### src/rtl/apb_timer_pkg.sv
// Shared definitions for the APB requester that drives the timer peripheral:
// FSM state encoding, default bus widths and the timer register map.
package apb_timer_pkg;

  localparam int unsigned APB_ADDR_W = 8;
  localparam int unsigned APB_DATA_W = 8;

  // Timer peripheral register map
  localparam logic [7:0] TCR_ADDR = 8'h00;
  localparam logic [7:0] TDR_ADDR = 8'h01;

  typedef enum logic [1:0] {
    IDLE   = 2'd0,
    SETUP  = 2'd1,
    ACCESS = 2'd2
  } apb_state_e;

endpackage

### src/rtl/apb_timeout_ctr.sv
// Wait-state watchdog for the ACCESS phase. Cleared while the bus is in
// SETUP, so it starts from zero on entry to ACCESS, and advances on each
// ACCESS cycle the slave holds PREADY low. "expired" flags the cycle in which
// the limit is reached; it requires PREADY low, so a slave that answers in
// that same cycle still completes normally.
module apb_timeout_ctr
  #(parameter int unsigned TIMEOUT_CYCLES = 16)
  (
    input  logic PCLK,
    input  logic PRESETn,
    input  logic load,
    input  logic count_en,
    output logic expired
  );

  localparam int unsigned CNT_W = $clog2(TIMEOUT_CYCLES + 1);

  logic [CNT_W-1:0] count;

  // Wait-state counter: clear on load, step once per stalled ACCESS cycle
  always_ff @(posedge PCLK or negedge PRESETn) begin
    if (!PRESETn) begin
      count <= '0;
    end else if (load) begin
      count <= '0;
    end else if (count_en) begin
      count <= count + 1'b1;
    end
  end

  assign expired = count_en && (count == CNT_W'(TIMEOUT_CYCLES - 1));

endmodule

### src/rtl/apb_timer_master.sv
// APB requester for the timer peripheral. Takes one read/write command at a
// time from a valid/ready channel, runs it through APB SETUP and ACCESS, and
// returns read data and error status on a valid/ready response channel.
// Optional feature: define APB_TIMEOUT_EN to abort ACCESS phases that stall
// for TIMEOUT_CYCLES cycles; without it ACCESS waits indefinitely for PREADY.
module apb_timer_master
  import apb_timer_pkg::*;
  #(
    parameter int unsigned ADDR_W         = APB_ADDR_W,
    parameter int unsigned DATA_W         = APB_DATA_W,
    parameter int unsigned TIMEOUT_CYCLES = 16
  )
  (
    input  logic              PCLK,
    input  logic              PRESETn,
    input  logic              cmd_valid,
    output logic              cmd_ready,
    input  logic              cmd_write,
    input  logic [ADDR_W-1:0] cmd_addr,
    input  logic [DATA_W-1:0] cmd_wdata,
    output logic              rsp_valid,
    input  logic              rsp_ready,
    output logic [DATA_W-1:0] rsp_rdata,
    output logic              rsp_err,
    output logic              busy,
    output logic              PSEL,
    output logic              PENABLE,
    output logic              PWRITE,
    output logic [ADDR_W-1:0] PADDR,
    output logic [DATA_W-1:0] PWDATA,
    input  logic [DATA_W-1:0] PRDATA,
    input  logic              PREADY,
    input  logic              PSLVERR
  );

  apb_state_e state;
  apb_state_e next_state;

  logic accept;
  logic access_done;
  logic timeout_hit;

  // A zero limit would abort before the slave could ever answer
  if (TIMEOUT_CYCLES < 1) begin : g_bad_timeout
    $error("apb_timer_master: TIMEOUT_CYCLES must be at least 1");
  end

  assign accept      = cmd_valid && cmd_ready;
  assign access_done = (state == ACCESS) && (PREADY || timeout_hit);

`ifdef APB_TIMEOUT_EN
  apb_timeout_ctr #(
    .TIMEOUT_CYCLES(TIMEOUT_CYCLES)
  ) u_timeout_ctr (
    .PCLK     (PCLK),
    .PRESETn  (PRESETn),
    .load     (state == SETUP),
    .count_en ((state == ACCESS) && !PREADY),
    .expired  (timeout_hit)
  );
`else
  assign timeout_hit = 1'b0;
`endif

  // State register; reset drops straight back to IDLE, abandoning any transfer
  always_ff @(posedge PCLK or negedge PRESETn) begin
    if (!PRESETn) begin
      state <= IDLE;
    end else begin
      state <= next_state;
    end
  end

  // Next-state: SETUP always lasts one cycle, ACCESS lasts until the slave
  // answers or the watchdog gives up
  always_comb begin
    next_state = state;
    unique case (state)
      IDLE:    if (accept) next_state = SETUP;
      SETUP:   next_state = ACCESS;
      ACCESS:  if (access_done) next_state = IDLE;
      default: next_state = IDLE;
    endcase
  end

  // Bus controls decode from state alone, so reset removes them immediately
  // and cmd_ready has no path from cmd_valid
  always_comb begin
    PSEL      = 1'b0;
    PENABLE   = 1'b0;
    busy      = 1'b0;
    cmd_ready = 1'b0;
    unique case (state)
      IDLE: begin
        cmd_ready = !rsp_valid;
      end
      SETUP: begin
        PSEL = 1'b1;
        busy = 1'b1;
      end
      ACCESS: begin
        PSEL    = 1'b1;
        PENABLE = 1'b1;
        busy    = 1'b1;
      end
      default: begin
        busy = 1'b0;
      end
    endcase
  end

  // Request fields are captured once per accepted command and then held,
  // which keeps them stable for the whole transfer and parked in IDLE
  always_ff @(posedge PCLK or negedge PRESETn) begin
    if (!PRESETn) begin
      PWRITE <= 1'b0;
      PADDR  <= '0;
      PWDATA <= '0;
    end else if (accept) begin
      PWRITE <= cmd_write;
      PADDR  <= cmd_addr;
      if (cmd_write) begin
        PWDATA <= cmd_wdata;
      end
    end
  end

  // Response capture at the end of ACCESS, held until the consumer takes it;
  // PRDATA and PSLVERR are only looked at when the slave signals completion
  always_ff @(posedge PCLK or negedge PRESETn) begin
    if (!PRESETn) begin
      rsp_valid <= 1'b0;
      rsp_rdata <= '0;
      rsp_err   <= 1'b0;
    end else if (access_done) begin
      rsp_valid <= 1'b1;
      if (PREADY) begin
        rsp_rdata <= PWRITE ? '0 : PRDATA;
        rsp_err   <= PSLVERR;
      end else begin
        rsp_rdata <= '0;
        rsp_err   <= 1'b1;
      end
    end else if (rsp_valid && rsp_ready) begin
      rsp_valid <= 1'b0;
    end
  end

endmodule

### config.mk
export PLATFORM = sky130hd
export DESIGN_NAME = apb_timer_master
export DESIGN_NICKNAME = d
export VERILOG_FILES = /design/src/rtl/apb_timer_pkg.sv /design/src/rtl/apb_timeout_ctr.sv /design/src/rtl/apb_timer_master.sv
export SDC_FILE = /design/constraint.sdc
export NUM_CORES = 1
export LEC_CHECK = 0
export BUFFER_PORTS_ARGS = -buffer_cell sky130_fd_sc_hd__buf_2
export CAP_MARGIN = 40
export CELL_PAD_IN_SITES_DETAIL_PLACEMENT = 1
export CELL_PAD_IN_SITES_GLOBAL_PLACEMENT = 1
export CORE_ASPECT_RATIO = 1.25
export CORE_MARGIN = 2
export CORE_UTILIZATION = 38
export CTS_BUF_LIST = sky130_fd_sc_hd__clkbuf_4 sky130_fd_sc_hd__clkbuf_8
export CTS_CLUSTER_DIAMETER = 200
export CTS_CLUSTER_SIZE = 40
export DETAILED_ROUTE_END_ITERATION = 6
export GPL_TIMING_DRIVEN = 0
export PLACE_DENSITY_LB_ADDON = 0.08
export RECOVER_POWER = 50
export SLEW_MARGIN = 20
export SYNTH_ARGS = -nofsm -noshare
export SYNTH_HDL_FRONTEND = slang
export SYNTH_HIERARCHICAL = 1
export SYNTH_SLANG_ARGS = --single-unit
### constraint.sdc
create_clock -name PCLK -period 3.5 [get_ports PCLK]
set_input_delay 0.35 -clock PCLK [delete_from_list [all_inputs] [get_ports PCLK]]
set_output_delay 0.35 -clock PCLK [all_outputs]
set_load 0.05 [all_outputs]
Yosys cells after proc, flatten, opt, wreduce, memory -nomap -nowiden
Index checks and enable logic that the tools add are counted.
{"block": "word_totals", "reg_bits": 29, "out_inout_bits": 31, "word_cells": 31}
{"block": "classes", "mux": 11, "n_eq_ne": 4, "reduce_logical": 9}
{"op": "$mux 8", "n": 2}
{"op": "$mux 1", "n": 6}
{"op": "$pmux 2 s3", "n": 1}
{"op": "$mux 2", "n": 2}
{"op": "$ne 2x2->1 const B", "n": 2}
{"op": "$reduce_and 2->1", "n": 2}
{"op": "$logic_and 1x1->1", "n": 3}
{"op": "$eq 2x1->1 const B", "n": 1}
{"op": "$eq 2x2->1 const B", "n": 1}
{"op": "$logic_not 2->1", "n": 1}
{"op": "$reduce_bool 2->1", "n": 1}
{"op": "$reduce_or 2->1", "n": 1}
{"op": "$logic_not 1->1", "n": 1}

Logic depth before layout (Yosys ltp)
Gate-level depths: netlist of the first run.
{"block": "depth", "word_depth": 5, "depth_mapped": 6, "mapped_depth_nobuf": 5}

Worst setup path before layout of the first run
OpenSTA, ideal clock, no wires.
{"block": "synth_timing", "path_type": "register to register", "start": "register state[0]", "end": "register rsp_rdata[3]", "setup_ns": 0.136, "arrival_time_ns": 1.561, "stages_incl_launch_ff": 7, "n_path_buf": 1, "setup_slack_ns": 1.803, "cell_sequence": "dfrtp_1 > inv_1 > ha_1 > nand2_1 > clkbuf_1 > nand2_1 > o21ai_0"}
{"block": "synth_between", "elab_chain_cells": 2}
{"item": "from (decl)", "line": "apb_timer_master.sv:36", "source": "apb_state_e state;"}
{"item": "from (signal assigned)", "line": "apb_timer_master.sv:70", "source": "state <= next_state;"}
{"item": "$eq 2x2->1", "line": "apb_timer_master.sv:49", "source": "assign access_done = (state == ACCESS) && (PREADY || timeout_hit);"}
{"item": "$logic_and 1x1->1", "line": "apb_timer_master.sv:49"}
{"item": "to (signal assigned)", "line": "apb_timer_master.sv:138", "source": "rsp_rdata <= PWRITE ? '0 : PRDATA;"}
{"item": "to (decl)", "line": "apb_timer_master.sv:23", "source": "output logic [DATA_W-1:0] rsp_rdata,"}
No other way between the ends.
A chain may end at the register's enable or synchronous reset.

Worst setup path in the final report of the first run
{"block": "layout_timing", "start": "register state[0]", "end": "output cmd_ready"}
{"block": "layout_between", "elab_chain_cells": 2}
{"item": "$logic_not 2->1", "line": "apb_timer_master.sv:93", "source": "unique case (state)"}
{"item": "$mux 1", "line": "apb_timer_master.sv:93"}
{"item": "to (decl)", "line": "apb_timer_master.sv:17", "source": "output logic cmd_ready,"}
No other way between the ends.

==> metrics.yaml, run 1 <==
fin_util: 0.5425
cp_max_fo: 3
htree_levels: 2
fin_ws_ns: 1.610
critical_path_arrival_ns: 1.54
cap_violations: 1
hp-start: "rsp_ready"
met3_usage: 0.06502
start_kind: "flip-flop"
criticalPathCategory: "flip-flop to primary output"
holdPathStages: 2
synth.area.top_cells: "dfrtp_1 (60%), mux2_2 (18%), nand2b_1 (4.7%)"
min_period_ns: 1.890
place_inst: 188
clockBufferDepth: 2
finalCritPeriodShare: 0.5401
syn-num-nets: 126
chipWidth_um: 54.45
yosysTopAreaCell: "dfrtp_1"
fillCellCount: 351
layout_common_cells: "buf_2 (45), dfrtp_1 (29), mux2_2 (19), clkbuf_1 (17), nand2_1 (11)"
wl_per_cell_um: 13.51
yosys.cell_types.count: 14
grt_pass1_wl_um: 4008
outcome: "finished, violations left"
drt_drc_violations_left: 0
yosysTopAreaCellShare: 0.6004
antenna_found_initial: 0
avgViaCountPerCell: 4.694
yosys_warnings: 6
cts_tree: "yes"
grtUsageTotal: 0.1602
die_h_um: 67.06
synthCells: 91
drive_gt1_frac: 0.4750
regToRegSetupSlack_ns: 1.88
hold_path_end: "rsp_valid$_DFFE_PN0P_"
portBuffers: 61
worst_pin_slew_ns: 1.507
avgSynthCellArea_um2: 13.28
core-area_mm2: 0.003000
rows: 22
grtUsageMet1: 0.1542
setup_tns_ns: 0
reg2reg_to: "rsp_valid$_DFFE_PN0P_"
gp_congestion: 0.7405
drt_iter0_drc: 17
clock-sinks: 29
area_growth_pct: 34.68
fmax_mhz: 529.0
setup_violations: 0
cts.repair.resized: 0
grt_max_degree: 30
rsz0062_at_grt: "no"
clock_latency_ns: 0.31
routed_wl_um: 2647
dieArea_mm2: 0.003651
grt_pass1_vias: 935
boundaryPins: 62
r2r_start: "state[0]$_DFFE_PN0P_"
synth_seq_cells: 29
hp-class: "input port to flip-flop"
nets: 194
dpl.hpwl_um: 2011
start_util: 0.4028
gr-max-usage-layer: "met2"
dp_slack_ns: 1.835
relSlewSlack: -0.004816
clk_pin_slew_ns: 0.09
violations: "capacitance limit, slew limit"
clock-skew-final_ns: 0.004800
yosysSeqAreaShare: 0.6004
antenna_left: 0
cts_hold_buffers: 0
met2_usage: 0.2892
cts_inserted_buffers: 5
synth_area_mm2: 0.001209
layout_commonest_cell: "buf_2"
cts_setup_buffers: 0
first_pass_iters: 4
diodes: 0
overflow: 0
vias: 920
finalHoldViolations: 0
root_buffer: "clkbuf_4"
slew_viol_final: 30
required_ns: 3.15
r2r_cells: 5
cp-end-kind: "primary output"
fin_cells: 196
## flip-flops by register name, indices dropped and copies added (netlist names)
name,count
rsp_err,1
rsp_rdata,8
state,2
PWDATA,8
PWRITE,1
rsp_valid,1
PADDR,8
## critical path, cell delays in order (launching register included)
cell	delay, ns
dfrtp_1	0.41
inv_1	0.11
ha_1	0.23
nor2b_4	0.19
buf_2	0.27
## area by class of cell
class	instances	area, um^2	area share
buffer	2	11.26	0.006918
clock buffer	7	58.81	0.03613
clock inverter	1	30.03	0.01845
inverter	3	11.26	0.006918
multi-input combinational	57	460.4	0.2829
sequential	29	725.7	0.4458
tap	36	45.04	0.02767
timing repair buffer	61	285.3	0.1753
## synthesized netlist by cell type
library cell	n
a21oi_1	1
buf_4	1
clkbuf_1	1
dfrtp_1	29
ha_1	4
inv_1	3
mux2_2	19
nand2_1	11
nand2b_1	9
nand3_4	1
nand3b_2	1
nor2b_1	1
nor2b_4	1
o21ai_0	9
## stage by stage
step	hold slack (ns)	instance area, um^2
after detailed placement	0.4134	1559
after floorplan	0.05441	1209
after global routing	0.2032	1628
after global placement	0.4081	1559
after CTS	0.05204	1648
final	0.2134	1628
## logic make-up (layout without fill, tap and decap cells)
family / count (synthesis) / count (layout) / synth area share
AO/OA/AOI/OAI: 10 / 10 / 0.04140
adder cells (fa/ha/maj): 4 / 4 / 0.04141
buffers and inverters: 5 / 74 / 0.01863
flip-flops: 29 / 29 / 0.6004
multiplexers: 19 / 19 / 0.1770
AND/OR/NAND/NOR: 24 / 24 / 0.1211
## routing by layer
layer | vias to the layer above | part of all wire
met5 | - | 0
li1 | 439 | -
met1 | 442 | 0.37
met3 | 2 | 0.071
met4 | 0 | 0.0064
met2 | 37 | 0.55
## worst max-delay path by stage
stage,from,to,slack [ns]
2_1_floorplan,state[0]$_DFFE_PN0P_,rsp_rdata[3]$_DFFE_PN0P_,1.80
3_3_place_gp,state[0]$_DFFE_PN0P_,rsp_valid$_DFFE_PN0P_,1.90
3_5_place_dp,state[0]$_DFFE_PN0P_,rsp_valid$_DFFE_PN0P_,1.84
4_1_cts,state[0]$_DFFE_PN0P_,cmd_ready,1.58
5_1_grt,state[0]$_DFFE_PN0P_,cmd_ready,1.52
6_report,state[0]$_DFFE_PN0P_,cmd_ready,1.61
Power of run 1 is left out: the tool's default activity adds up to more than one toggle a clock period on the data nets, which glitch-free logic cannot reach.
==> run 2: changes to the inputs <==
ABC_AREA = 1   (was not set)
CORE_UTILIZATION = 30   (was 38)
clock period = 1.7 ns   (was 3.5 ns; I/O delays follow)
==> run 2 against run 1 <==
Against the previous run:
- critical path depth rose by 1
- cell count rose by 33%
- final area rose by 6.9%
- the flow now finishes without violations
- synthesized cell count rose by 49%
- global-route usage fell by 0.59 points
- via count rose by 26%
- first-iteration DRC count rose by 100%
- critical path type unchanged
- sequential share of layout area fell by 2.9 points
- setup slack got worse by 1.5 ns
- flip-flop and latch count did not move
- largest cell class unchanged
- count of clock-buffer cells in the layout did not move
==> metrics.yaml, run 2 <==
outcome: "complete, no violations"
cts_inserted_buffers: 5
irDropWorstVdd_uv: 813.9
grt_pass1_vias: 1203
yosysSeqAreaShare: 0.5737
min_period_ns: 1.619
hp-start: "cmd_wdata[7]"
die_h_um: 76.60
relSlewSlack: 0.5117
synthCells: 136
setup_tns_ns: 0
dr_wl_met2_um: 1753
cp_cell_sequence: "inv_1 -> ha_4 -> inv_2 -> nor2_8 -> buf_6"
fmax_mhz: 617.6
criticalPathCategory: "flip-flop to primary output"
clock_latency_ns: 0.27
clock-skew-final_ns: 0.002780
synth.area.top_cells: "dfrtp_1 (57%), nand2_1 (20%), nand3_1 (4.4%)"
setup_violations: 0
boundaryPins: 62
placed_area_mm2: 0.001640
async_reset_ff_frac: 1.000
regToRegSetupSlack_ns: 0.18
core-area_mm2: 0.004066
cap_violations: 0
power_switching_w: 0.002300
fin_hold_ws_ns: 0.08865
synth_area_mm2: 0.001265
synth-main-ff-cell: "dfrtp_1"
drt_drc_violations_left: 0
combPwrFrac: 0.582
fillCellCount: 531
rsz0062_at_grt: "no"
final_area_mm2: 0.001740
start_kind: "flip-flop"
layout_common_cells: "nand2_1 (67), buf_2 (45), dfrtp_1 (29), clkbuf_1 (15), nand3_1 (11)"
leakage_nw: 0.9620
timing.critical_path.from: "state[0]$_DFFE_PN0P_"
htree_levels: 2
yosysTopAreaCell: "dfrtp_1"
max_stage_delay_ns: 0.40
routed_wl_um: 3197
wl_met3_um: 238
vias: 1161
syn-num-nets: 171
yosys.cell_types.count: 13
slew_viol_final: 0
fin_cells: 261
hp-class: "input port to flip-flop"
portBuffers: 61
cts_tree: "yes"
nets: 240
p_seq_frac: 0.282
grt_max_degree: 30
r2r_start: "state[0]$_DFFE_PN0P_"
gp_congestion: 0.6420
cts_setup_buffers: 0
reg2reg_to: "rsp_rdata[2]$_DFFE_PN0P_"
synth_top_cells_by_count: "nand2_1 (67), dfrtp_1 (29), nand3_1 (11)"
finalHoldViolations: 0
yosys_warnings: 6
first_pass_iters: 4
worst_pin_slew_ns: 0.7325
area_growth_pct: 37.59
antenna_found_initial: 0
start_util: 0.3111
drt_iter0_drc: 34
drive_gt1_frac: 0.3171
clockBufferDepth: 2
grtUsageTotal: 0.1544
critical-path-slowest-cell: "dfrtp_1"
clock-sinks: 29
pwr_density_cell_mw_per_mm2: 2402
dpl.hpwl_um: 2470
layout_commonest_cell: "nand2_1"
p_int_w: 0.001880
yosysTopAreaCellShare: 0.5737
root_buffer: "clkbuf_8"
cp-end-kind: "primary output"
antenna_left: 0
wl_per_cell_um: 12.25
reg.largest.list: "PADDR x8, PWDATA x8, rsp_rdata x8"
avgViaCountPerCell: 4.448
required_ns: 1.53
cp_max_fo: 10
pwr-share-clk: 0.135
r2r_cells: 6
chipWidth_um: 62.08
finalCritPeriodShare: 0.9524
avgSynthCellArea_um2: 9.301
clk_pin_slew_ns: 0.06
synth.most_common_cell: "nand2_1"
critical_path_arrival_ns: 1.45
overflow: 0
dieArea_mm2: 0.004755
endpoint: "cmd_ready"
wl_met1_um: 1156
netSwitchingFraction: 0.5502
synth_edf_count: 0
routed.top_layer: "met4"
diodes: 0
multiInputGateArea_um2: 498.0
final-seq-area_um2: 725.7
grt_pass1_wl_um: 5485
place_inst: 253
rows: 26
fin_util: 0.4280
synth_seq_cells: 29
run 2: area by class of cell:
type | instances | area share
sequential | 29 | 0.4170
multi-input combinational | 96 | 0.2861
timing repair buffer | 62 | 0.1740
clock buffer | 7 | 0.05176
tap | 56 | 0.04026
inverter | 8 | 0.01725
buffer | 3 | 0.01366
run 2: per-stage QoR:
step	total power (W)	setup slack [ns]
2_1_floorplan	0.003056	0.02888
3_3_place_gp	0.003564	0.2182
3_5_place_dp	0.003639	0.1609
4_1_cts	0.004267	0.02121
5_1_grt	0.004474	0.009515
6_report	0.004180	0.08096
run 2: critical path: cells and delay by family (launching register included):
family        cells  cell delay (ns)
flops             1             0.40
simple gates      1             0.17
fa+ha+maj         1             0.19
buf+inv           3             0.40
run 2: layer usage:
metal,GRT usage,vias to the layer above
met5,0,-
met4,0.05745,0
met3,0.04244,8
met2,0.2594,43
met1,0.1788,546
li1,-,564
run 2: worst min path at each step:
stage | cells after the start | to | slack [ns]
4_1_cts | 3 | PWDATA[7]$_DFFE_PN0P_ | 0.08
3_5_place_dp | 1 | state[0]$_DFFE_PN0P_ | 0.24
3_3_place_gp | 1 | state[0]$_DFFE_PN0P_ | 0.24
2_1_floorplan | 0 | PADDR[0]$_DFFE_PN0P_ | -0.13
5_1_grt | 3 | PWDATA[3]$_DFFE_PN0P_ | 0.1
6_report | 3 | PWDATA[7]$_DFFE_PN0P_ | 0.09
run 2: cell families (layout without fill, tap and decap cells):
kind of cell               after synthesis  count (layout)  synth area share
adders and majority gates                4               4           0.03957
DFF                                     29              29            0.5737
AOI/OAI and AO/OA                       10              10           0.04253
buffers and inverters                   11              80           0.04253
and+or+nand+nor                         82              82            0.3017
run 2: what timing repair did:
| item | CTS | global route |
|---|---|---|
| hold endpoints to repair | 29 | 0 |
| hold buffers | 1 | 0 |
| endpoints found under the setup margin | 1 | 1 |
| gates resized for setup | 3 | 1 |
run 2: power by group through the flow:
stage	clock network, W	logic (W)	registers (W)
finish	0.000565	0.00243	0.00118
global route	0.000637	0.00262	0.00122
CTS	0.000597	0.00249	0.00118
detailed placement	0	0.00245	0.00119
global placement	0	0.00240	0.00117
floorplan	0	0.000890	0.00217
Note: power is estimated with default switching activity, not from simulation.
==> run 3: changes to the inputs <==
CORE_ASPECT_RATIO = not set   (was 1.25)
CORE_UTILIZATION = 29   (was 30)
CTS_BUF_LIST = not set   (was sky130_fd_sc_hd__clkbuf_4 sky130_fd_sc_hd__clkbuf_8)
==> run 3 against run 2 <==
Against the previous run:
- via count increased by 0.17%
- die area increased by 3.2%
- setup slack got worse by 0.0024 ns
- flip-flop and latch count unchanged
- critical endpoint unchanged
- cell count decreased by 1.1%
- largest power group unchanged
- first-iteration DRC count increased by 2.9%
==> metrics.yaml, run 3 (synthesis results as in run 2) <==
wl_per_cell_um: 13.76
min_period_ns: 1.621
clk_pin_slew_ns: 0.06
grtUsageTotal: 0.1601
r2r_cells: 6
grt_pass1_vias: 1321
worst_pin_slew_ns: 0.7623
multiInputGateArea_um2: 498.0
r2r_start: "state[0]$_DFFE_PN0P_"
cts_inserted_buffers: 5
avgViaCountPerCell: 4.508
vias: 1163
cp_max_fo: 10
overflow: 0
max_stage_delay_ns: 0.40
hp-class: "input port to flip-flop"
rows: 24
fin_util: 0.4052
required_ns: 1.53
grt_max_degree: 30
crit_cells: 5
cp-end-kind: "primary output"
routed.top_layer: "met4"
critPathBufInv: 3
start_kind: "flip-flop"
criticalPathCategory: "flip-flop to primary output"
fin_cells: 258
finalHoldViolations: 0
dpl.hpwl_um: 2585
drive_gt1_frac: 0.3204
clock_latency_ns: 0.28
final-seq-area_um2: 725.7
fmax_mhz: 616.7
fillCellCount: 532
grt_pass1_wl_um: 6106
cts_setup_buffers: 0
htree_levels: 2
leakage_nw: 0.9579
dieArea_mm2: 0.004906
regToRegSetupSlack_ns: 0.21
gp_congestion: 0.7145
wl_met3_um: 190
place_inst: 249
total_power_w: 0.004186
portBuffers: 61
setup_tns_ns: 0
first_pass_iters: 3
outcome: "complete, no violations"
antenna_found_initial: 0
finalCritPeriodShare: 0.9538
layout_commonest_cell: "nand2_1"
reg.largest.list: "PADDR x8, PWDATA x8, rsp_rdata x8"
cap_violations: 0
reg2reg_to: "rsp_rdata[5]$_DFFE_PN0P_"
pwr_density_cell_mw_per_mm2: 2423
clock-skew-final_ns: 0.002533
cp_cell_sequence: "inv_1 -> ha_4 -> inv_2 -> nor2_8 -> buf_6"
cts_tree: "yes"
rsz0062_at_grt: "no"
critical-path-slowest-cell: "dfrtp_1"
clock-sinks: 29
drt_iter0_drc: 35
drt_drc_violations_left: 0
relSlewSlack: 0.4918
antenna_left: 0
chipWidth_um: 70.05
timing.critical_path.from: "state[1]$_DFFE_PN0P_"
start_util: 0.2967
nets: 240
area_growth_pct: 36.60
irDropWorstVdd_uv: 807.4
routed_wl_um: 3551
wl_met1_um: 1436
path_delay_family: "flip-flops"
boundaryPins: 62
setup_violations: 0
die_h_um: 70.05
diodes: 0
core-area_mm2: 0.004264
layout_common_cells: "nand2_1 (67), buf_2 (45), dfrtp_1 (29), clkbuf_1 (16), nand3_1 (11)"
dr_wl_met2_um: 1864
slew_viol_final: 0
root_buffer: "clkbuf_8"
critical_path_arrival_ns: 1.45
endpoint: "cmd_ready"
clockBufferDepth: 2
## run 3: changes by cell type in the layout (fill, tap and decap cells not counted)
cell      before  now
clkbuf_1      15   16
clkbuf_4       1    0
clkbuf_8       6    5
inv_1          5    4
clkinv_2       0    2
inv_2          3    4
## run 3: how the worst min path moves through the flow
stage	startpoint	to	slack, ns	depth (start not counted)
after floorplan	PRESETn	PADDR[0]$_DFFE_PN0P_	-0.13	0
after global placement	PRESETn	state[0]$_DFFE_PN0P_	0.24	1
after detailed placement	PRESETn	state[0]$_DFFE_PN0P_	0.25	1
after CTS	cmd_wdata[1]	PWDATA[1]$_DFFE_PN0P_	0.07	3
after global routing	cmd_wdata[1]	PWDATA[1]$_DFFE_PN0P_	0.08	3
final	cmd_wdata[3]	PWDATA[3]$_DFFE_PN0P_	0.08	3
## run 3: area by class of cell
cell class | instances | share of cell area
buffer | 3 | 0.01376
clock buffer | 6 | 0.04200
clock inverter | 2 | 0.005793
inverter | 8 | 0.01738
multi-input combinational | 96 | 0.2882
sequential | 29 | 0.4200
tap | 52 | 0.03765
timing repair buffer | 62 | 0.1752
## run 3: metrics by stage
stage               worst slack (ns)  instance area, um^2  hold WS, ns
floorplan                    0.02888                 1265      -0.1256
global placement              0.1963                 1635       0.2444
detailed placement            0.1193                 1635       0.2537
CTS                          0.01990                 1747      0.07485
global route                0.003519                 1728      0.08337
finish                       0.07857                 1728      0.08371
## run 3: timing repair
| item | in CTS | in global routing |
|---|---|---|
| cloned | 0 | 0 |
| resized for setup | 4 | 1 |
| endpoints found under the setup margin | 1 | 2 |
| hold buffers | 1 | 0 |
| hold endpoints to repair | 29 | 0 |
## run 3: metal layers
metal,global-route usage,vias to the layer above
met2,0.2889,34
met4,0.07479,0
met1,0.1744,557
met5,0,-
li1,-,564
met3,0.04040,8
## run 3: worst reg2reg max path, stage by stage (launching register included)
cell     delay, ns
dfrtp_1       0.40
inv_2         0.08
ha_1          0.24
nand2_1       0.24
buf_2         0.28
nand2_1       0.08
o21ai_0       0.09
## run 3: where the power goes
part / leakage (nW) / internal [W] / total, W / switching, W
logic: 0.547 / 0.000554 / 0.00247 / 0.00191
clock network: 0.0450 / 0.000283 / 0.000537 / 0.000254
registers: 0.366 / 0.000997 / 0.00118 / 0.000186
